## src/rtl/led_matrix_read_arbiter.sv

```systemverilog
`default_nettype none
// led_matrix_read_arbiter: round-robin sharing of one pixel-memory read port among
// NUM_PORTS panel controllers, with an in-order tag queue routing returned words.
module led_matrix_read_arbiter #(
  parameter int ADDRESS_WIDTH   = 25,
  parameter int DATA_WIDTH      = 16,
  parameter int NUM_PORTS       = 4,
  parameter int GRANT_HOLD      = 32,
  parameter int MAX_OUTSTANDING = 16
) (
  input  logic                               clk_i,
  input  logic                               reset_n_i,
  input  logic [NUM_PORTS*ADDRESS_WIDTH-1:0] req_address_i,
  input  logic [NUM_PORTS-1:0]               req_valid_i,
  output logic [NUM_PORTS-1:0]               req_full_o,
  output logic [DATA_WIDTH-1:0]              rsp_data_o,
  output logic [NUM_PORTS-1:0]               rsp_valid_o,
  output logic [ADDRESS_WIDTH-1:0]           mem_address_o,
  output logic                               mem_rd_o,
  input  logic                               mem_full_i,
  input  logic [DATA_WIDTH-1:0]              mem_data_i,
  input  logic                               mem_data_valid_i,
  output logic [$clog2(NUM_PORTS)-1:0]       grant_id_o,
  output logic [$clog2(MAX_OUTSTANDING):0]   outstanding_o,
  output logic                               err_underflow_o
);

  localparam int PW = $clog2(NUM_PORTS);
  localparam int OW = $clog2(MAX_OUTSTANDING) + 1;
  localparam int HW = $clog2(GRANT_HOLD + 1);
  localparam int QW = (MAX_OUTSTANDING > 1) ? $clog2(MAX_OUTSTANDING) : 1;
  localparam logic [OW-1:0] FULL_COUNT = OW'(MAX_OUTSTANDING);
  localparam logic [HW-1:0] LAST_HOLD  = HW'(GRANT_HOLD - 1);
  localparam logic [PW-1:0] LAST_PORT  = PW'(NUM_PORTS - 1);
  localparam logic [QW-1:0] LAST_SLOT  = QW'(MAX_OUTSTANDING - 1);

  typedef enum logic [0:0] {
    ARB_IDLE  = 1'b0,
    ARB_GRANT = 1'b1
  } arb_state_t;

  arb_state_t               state_q, state_d;
  logic [PW-1:0]            grant_q, grant_d;
  logic [PW-1:0]            last_q, last_d;
  logic [HW-1:0]            hold_q, hold_d;

  logic [PW-1:0]            tag_mem [MAX_OUTSTANDING];
  logic [QW-1:0]            wr_ptr_q, wr_ptr_d;
  logic [QW-1:0]            rd_ptr_q, rd_ptr_d;
  logic [OW-1:0]            count_q, count_d;

  logic [NUM_PORTS-1:0]     rsp_valid_q, rsp_valid_d;
  logic [DATA_WIDTH-1:0]    rsp_data_q, rsp_data_d;
  logic                     err_q, err_d;

  logic [ADDRESS_WIDTH-1:0] port_addr [NUM_PORTS];
  logic [PW-1:0]            rr_sel;
  logic                     rr_found;
  logic                     can_issue;
  logic                     granted_valid;
  logic                     accept;
  logic                     push;
  logic                     pop;
  logic                     underflow;

  genvar gi;
  generate
    for (gi = 0; gi < NUM_PORTS; gi++) begin : g_addr_unpack
      assign port_addr[gi] = req_address_i[gi*ADDRESS_WIDTH +: ADDRESS_WIDTH];
    end
  endgenerate

  function automatic logic [PW-1:0] rr_index(input logic [PW-1:0] base, input int k);
    return PW'((int'(base) + k) % NUM_PORTS);
  endfunction

  function automatic logic [QW-1:0] next_ptr(input logic [QW-1:0] p);
    return (p == LAST_SLOT) ? '0 : p + 1'b1;
  endfunction

  // Search starts just past the last released port so every requester gets a turn.
  always_comb begin
    rr_sel   = '0;
    rr_found = 1'b0;
    for (int k = 1; k <= NUM_PORTS; k++) begin
      if (!rr_found && req_valid_i[rr_index(last_q, k)]) begin
        rr_found = 1'b1;
        rr_sel   = rr_index(last_q, k);
      end
    end
  end

  assign can_issue     = !mem_full_i && (count_q != FULL_COUNT);
  assign granted_valid = req_valid_i[grant_q];
  assign accept        = (state_q == ARB_GRANT) && granted_valid && can_issue;

  always_comb begin
    state_d    = state_q;
    grant_d    = grant_q;
    last_d     = last_q;
    hold_d     = hold_q;
    req_full_o = '1;
    case (state_q)
      ARB_IDLE: begin
        if (rr_found) begin
          grant_d = rr_sel;
          hold_d  = '0;
          state_d = ARB_GRANT;
        end
      end
      ARB_GRANT: begin
        req_full_o[grant_q] = !can_issue;
        if (accept) begin
          hold_d = hold_q + 1'b1;
          if (hold_q == LAST_HOLD) begin
            state_d = ARB_IDLE;
            last_d  = grant_q;
          end
        end else if (!granted_valid && can_issue) begin
          // A stalled port keeps its grant; only a voluntary drop releases it.
          state_d = ARB_IDLE;
          last_d  = grant_q;
        end
      end
      default: state_d = ARB_IDLE;
    endcase
  end

  assign push      = accept;
  assign pop       = mem_data_valid_i && (count_q != '0);
  assign underflow = mem_data_valid_i && (count_q == '0);

  always_comb begin
    wr_ptr_d = push ? next_ptr(wr_ptr_q) : wr_ptr_q;
    rd_ptr_d = pop  ? next_ptr(rd_ptr_q) : rd_ptr_q;
    count_d  = count_q;
    if (push && !pop) begin
      count_d = count_q + 1'b1;
    end else if (pop && !push) begin
      count_d = count_q - 1'b1;
    end
  end

  always_comb begin
    rsp_valid_d = '0;
    rsp_data_d  = rsp_data_q;
    err_d       = err_q | underflow;
    if (pop) begin
      rsp_valid_d = {{(NUM_PORTS-1){1'b0}}, 1'b1} << tag_mem[rd_ptr_q];
      rsp_data_d  = mem_data_i;
    end
  end

  always_ff @(posedge clk_i) begin
    if (push) begin
      tag_mem[wr_ptr_q] <= grant_q;
    end
  end

  always_ff @(posedge clk_i) begin
    if (!reset_n_i) begin
      state_q     <= ARB_IDLE;
      grant_q     <= '0;
      last_q      <= LAST_PORT;
      hold_q      <= '0;
      wr_ptr_q    <= '0;
      rd_ptr_q    <= '0;
      count_q     <= '0;
      rsp_valid_q <= '0;
      rsp_data_q  <= '0;
      err_q       <= 1'b0;
    end else begin
      state_q     <= state_d;
      grant_q     <= grant_d;
      last_q      <= last_d;
      hold_q      <= hold_d;
      wr_ptr_q    <= wr_ptr_d;
      rd_ptr_q    <= rd_ptr_d;
      count_q     <= count_d;
      rsp_valid_q <= rsp_valid_d;
      rsp_data_q  <= rsp_data_d;
      err_q       <= err_d;
    end
  end

  assign mem_rd_o        = accept;
  assign mem_address_o   = port_addr[grant_q];
  assign grant_id_o      = grant_q;
  assign outstanding_o   = count_q;
  assign rsp_valid_o     = rsp_valid_q;
  assign rsp_data_o      = rsp_data_q;
  assign err_underflow_o = err_q;

endmodule
`default_nettype wire
```

## config.mk

```make
export PLATFORM = sky130hd
export DESIGN_NAME = led_matrix_read_arbiter
export DESIGN_NICKNAME = d
export VERILOG_FILES = /design/src/rtl/led_matrix_read_arbiter.sv
export SDC_FILE = /design/constraint.sdc
export NUM_CORES = 1
export LEC_CHECK = 0
export CORE_UTILIZATION = 36
export CTS_CLUSTER_DIAMETER = 80
export DETAILED_ROUTE_END_ITERATION = 8
export PLACE_DENSITY = 0.82
export SLEW_MARGIN = 20
export SYNTH_ARGS = -nofsm -noshare
export SYNTH_HDL_FRONTEND = slang
export SYNTH_SLANG_ARGS = --single-unit
```

## constraint.sdc

```tcl
create_clock -name clk_i -period 7.9 [get_ports clk_i]
set_input_delay 0.79 -clock clk_i [delete_from_list [all_inputs] [get_ports clk_i]]
set_output_delay 0.79 -clock clk_i [all_outputs]
set_load 0.005 [all_outputs]
```

==> reports/results.ini <==
[detailed_routing]
drt_wl_total_um = 12050
wl_per_cell_um = 17.85
num_vias = 3476
drt_pass1_iterations = 4
drc = 0
via_per_inst = 5.150
drt_iter0_drc = 246
ant_nets = 0

[final_layout]
synthToLayoutAreaGrowth_pct = 53.76
final_common_cell = clkdlybuf4s50_1
fin_cells = 675
layout_common_cells = clkdlybuf4s50_1 (181), nand2_1 (57), dfxtp_1 (47)
drive_gt1_share_pct = 12.38
nets = 663

[critical_path]
worstSetupStartpointType = flip-flop
max_stage_delay_ns = 0.62
arrival_ns = 2.69
r2r_start = grant_id_o[0]
path_class = reg2out
r2r_end = outstanding_o[4]
rr_worst_depth = 11
path_cells = buf_4, mux4_2, nand2_4, inv_4, clkdlybuf4s50_1
critPathMaxFanout = 33
reg2reg_slack_ns = 4.49
slowest_stage = mux4_2
worst_ep_required_time_ns = 7.11
end_kind = primary output

[synthesis]
yosysSeqAreaShare_pct = 47.12
synth_nets = 490
synth_cells = 355
synth_area_leaders = dfxtp_1 (24%), edfxtp_1 (23%), mux4_2 (19%), nand2_1 (5.2%), a21boi_0 (3.5%)
avgSynthCellArea_um2 = 11.61
synth-seq-cells = 81
synth-async-reset-ratio_pct = 0
synth.cell_area_um2 = 4121
synthFlopType = dfxtp_1
synth-edff-count = 32
synth_area_leader_cell = dfxtp_1
ys_types = 50
synth_top_area_share_pct = 23.80
synth.yosys.warnings = 0

[timing]
min_period_ns = 3.478
slew_viol_final = 0
hold_viol_final = 0
maxSlewHeadroom_pct = 30.59
tns_ns = 0
rsz0062_at_grt = no
fmax_mhz = 287.5
setup_viol = 0
fin_worst_skew_ns = 0.008132
worstMarginPinSlew_ns = 1.041
period_share_pct = 44.03
whs_ns = 0.4703

[worst_hold_path]
hold_depth = 2
min_path_type = reg2reg
min_from = rsp_data_o[11]
worstHoldEndpoint = rsp_data_o[11]

[run]
maxCapViolations = 0

[placement]
dp_hpwl_um = 9055
dp.cells = 657
gp_congestion = 0.9259
numPortBuffers = 181

[power]
p_per_area_nw_per_um2 = 220.1
p_leak_nw = 2.250
peakVddDrop_v = 0.0001214

[clocking]
post_cts_resized = 0
clock_tree.root_cell = clkbuf_16
cts_max_level = 3
post_cts_buffers = 0
cts_tree = built
clock_sinks = 81
cts_buffers = 9
insertion_delay_ns = 0.33
path_clk_slew_ns = 0.06
cts_max_path_buffers = 2
cts_hold_buf = 0

[global_routing]
globalRoute.totalOverflow = 0
grt_max_degree = 50
antenna_found_initial = 2
grt_use_total_pct = 21.39
grt_pass1_vias = 3680
grt_pass1_wl_um = 18690

[floorplanning]
num_rows = 38
die_y_um = 109.0
die-area_um2 = 11880
core_um2 = 10980
fp.dieW_um = 109.0
initial_core_util_pct = 37.53
num_io_pins = 182

[run_status]
status = finished clean

[layer usage]
metal / global-route usage, % / part of all wire, %
met4: 8.784 / 2.5
met3: 4.543 / 5.7
met1: 22.96 / 37
met2: 40.25 / 55
met5: 0 / 0
[synth_stat cells, types with 6 or more instances]
| master | number |
|---|---|
| clkbuf_1 | 14 |
| dfxtp_1 | 49 |
| a21boi_0 | 19 |
| ha_1 | 10 |
| nand3_1 | 9 |
| edfxtp_1 | 32 |
| inv_1 | 11 |
| and2_1 | 8 |
| mux4_2 | 34 |
| nor2_1 | 25 |
| o21ai_0 | 6 |
| nand2_1 | 57 |
| a21oi_1 | 7 |
| nand2b_1 | 6 |
[power breakdown]
part           switching, mW  internal [mW]  total [mW]  leakage (nW)
clock network          0.169          0.234       0.403         0.148
registers             0.0501          0.484       0.534         0.695
logic                  0.189          0.269       0.457          1.41
total                  0.408          0.987        1.39          2.25
[area by class of cell]
| type | instances | area (um^2) |
|---|---|---|
| antenna | 2 | 5.005 |
| clock buffer | 10 | 250.2 |
| clock inverter | 6 | 48.80 |
| fill | 846 | 4646 |
| inverter | 12 | 47.55 |
| multi-input combinational | 240 | 2032 |
| sequential | 81 | 1944 |
| tap | 140 | 175.2 |
| timing repair buffer | 184 | 1834 |
[worst max path at each step]
stage	startpoint	to	slack, ns	cells past startpoint
finish	grant_id_o[0]	mem_rd_o	4.42	5
global route	grant_id_o[0]	outstanding_o[4]	4.15	11
CTS	grant_id_o[0]	mem_rd_o	4.37	5
detailed placement	mem_data_valid_i	outstanding_o[4]	4.18	11
global placement	mem_data_valid_i	outstanding_o[4]	4.34	11
floorplan	grant_id_o[0]	outstanding_o[4]	4.88	12
[metrics by stage]
| step | power [mW] | area, um^2 | utilization [%] | setup slack, ns |
|---|---|---|---|---|
| after floorplan | 0.7691 | 4121 | - | 4.883 |
| after global placement | 0.9770 | 6033 | 54.93 | 4.341 |
| after detailed placement | 0.9952 | 6033 | 54.93 | 4.184 |
| after CTS | 1.403 | 6332 | 57.66 | 4.366 |
| after global routing | 1.471 | 6337 | 57.70 | 4.147 |
| final | 1.395 | 6337 | 57.70 | 4.422 |
[logic make-up (layout without fill, tap and decap cells)]
logic type	Yosys count	count (layout)	synth area share, %
compound gates	49	49	8.501
xor+xnor	9	9	2.095
fa+ha+maj	11	11	3.522
buf+inv	34	212	3.582
flops	81	81	47.12
mux	39	39	19.82
other cells	0	2	0
simple gates	132	132	15.36
[worst max-delay path, delay by kind of cell, from the launching register on]
kind,cells,cell delay [ns]
buffers and inverters,3,1.10
DFF,1,0.49
muxes,1,0.62
and+or+nand+nor,1,0.12
[registers in the layout (all words and copies together), names as in the netlist, named ones only]
register / flops
tag_mem: 32
rsp_data_o: 16
hold_q: 6
outstanding_o: 5
rd_ptr_q: 4
rsp_valid_o: 4
wr_ptr_q: 4
grant_id_o: 2
last_q: 2
err_underflow_o: 1
state_q: 1
(Power assumes the default switching activity.)
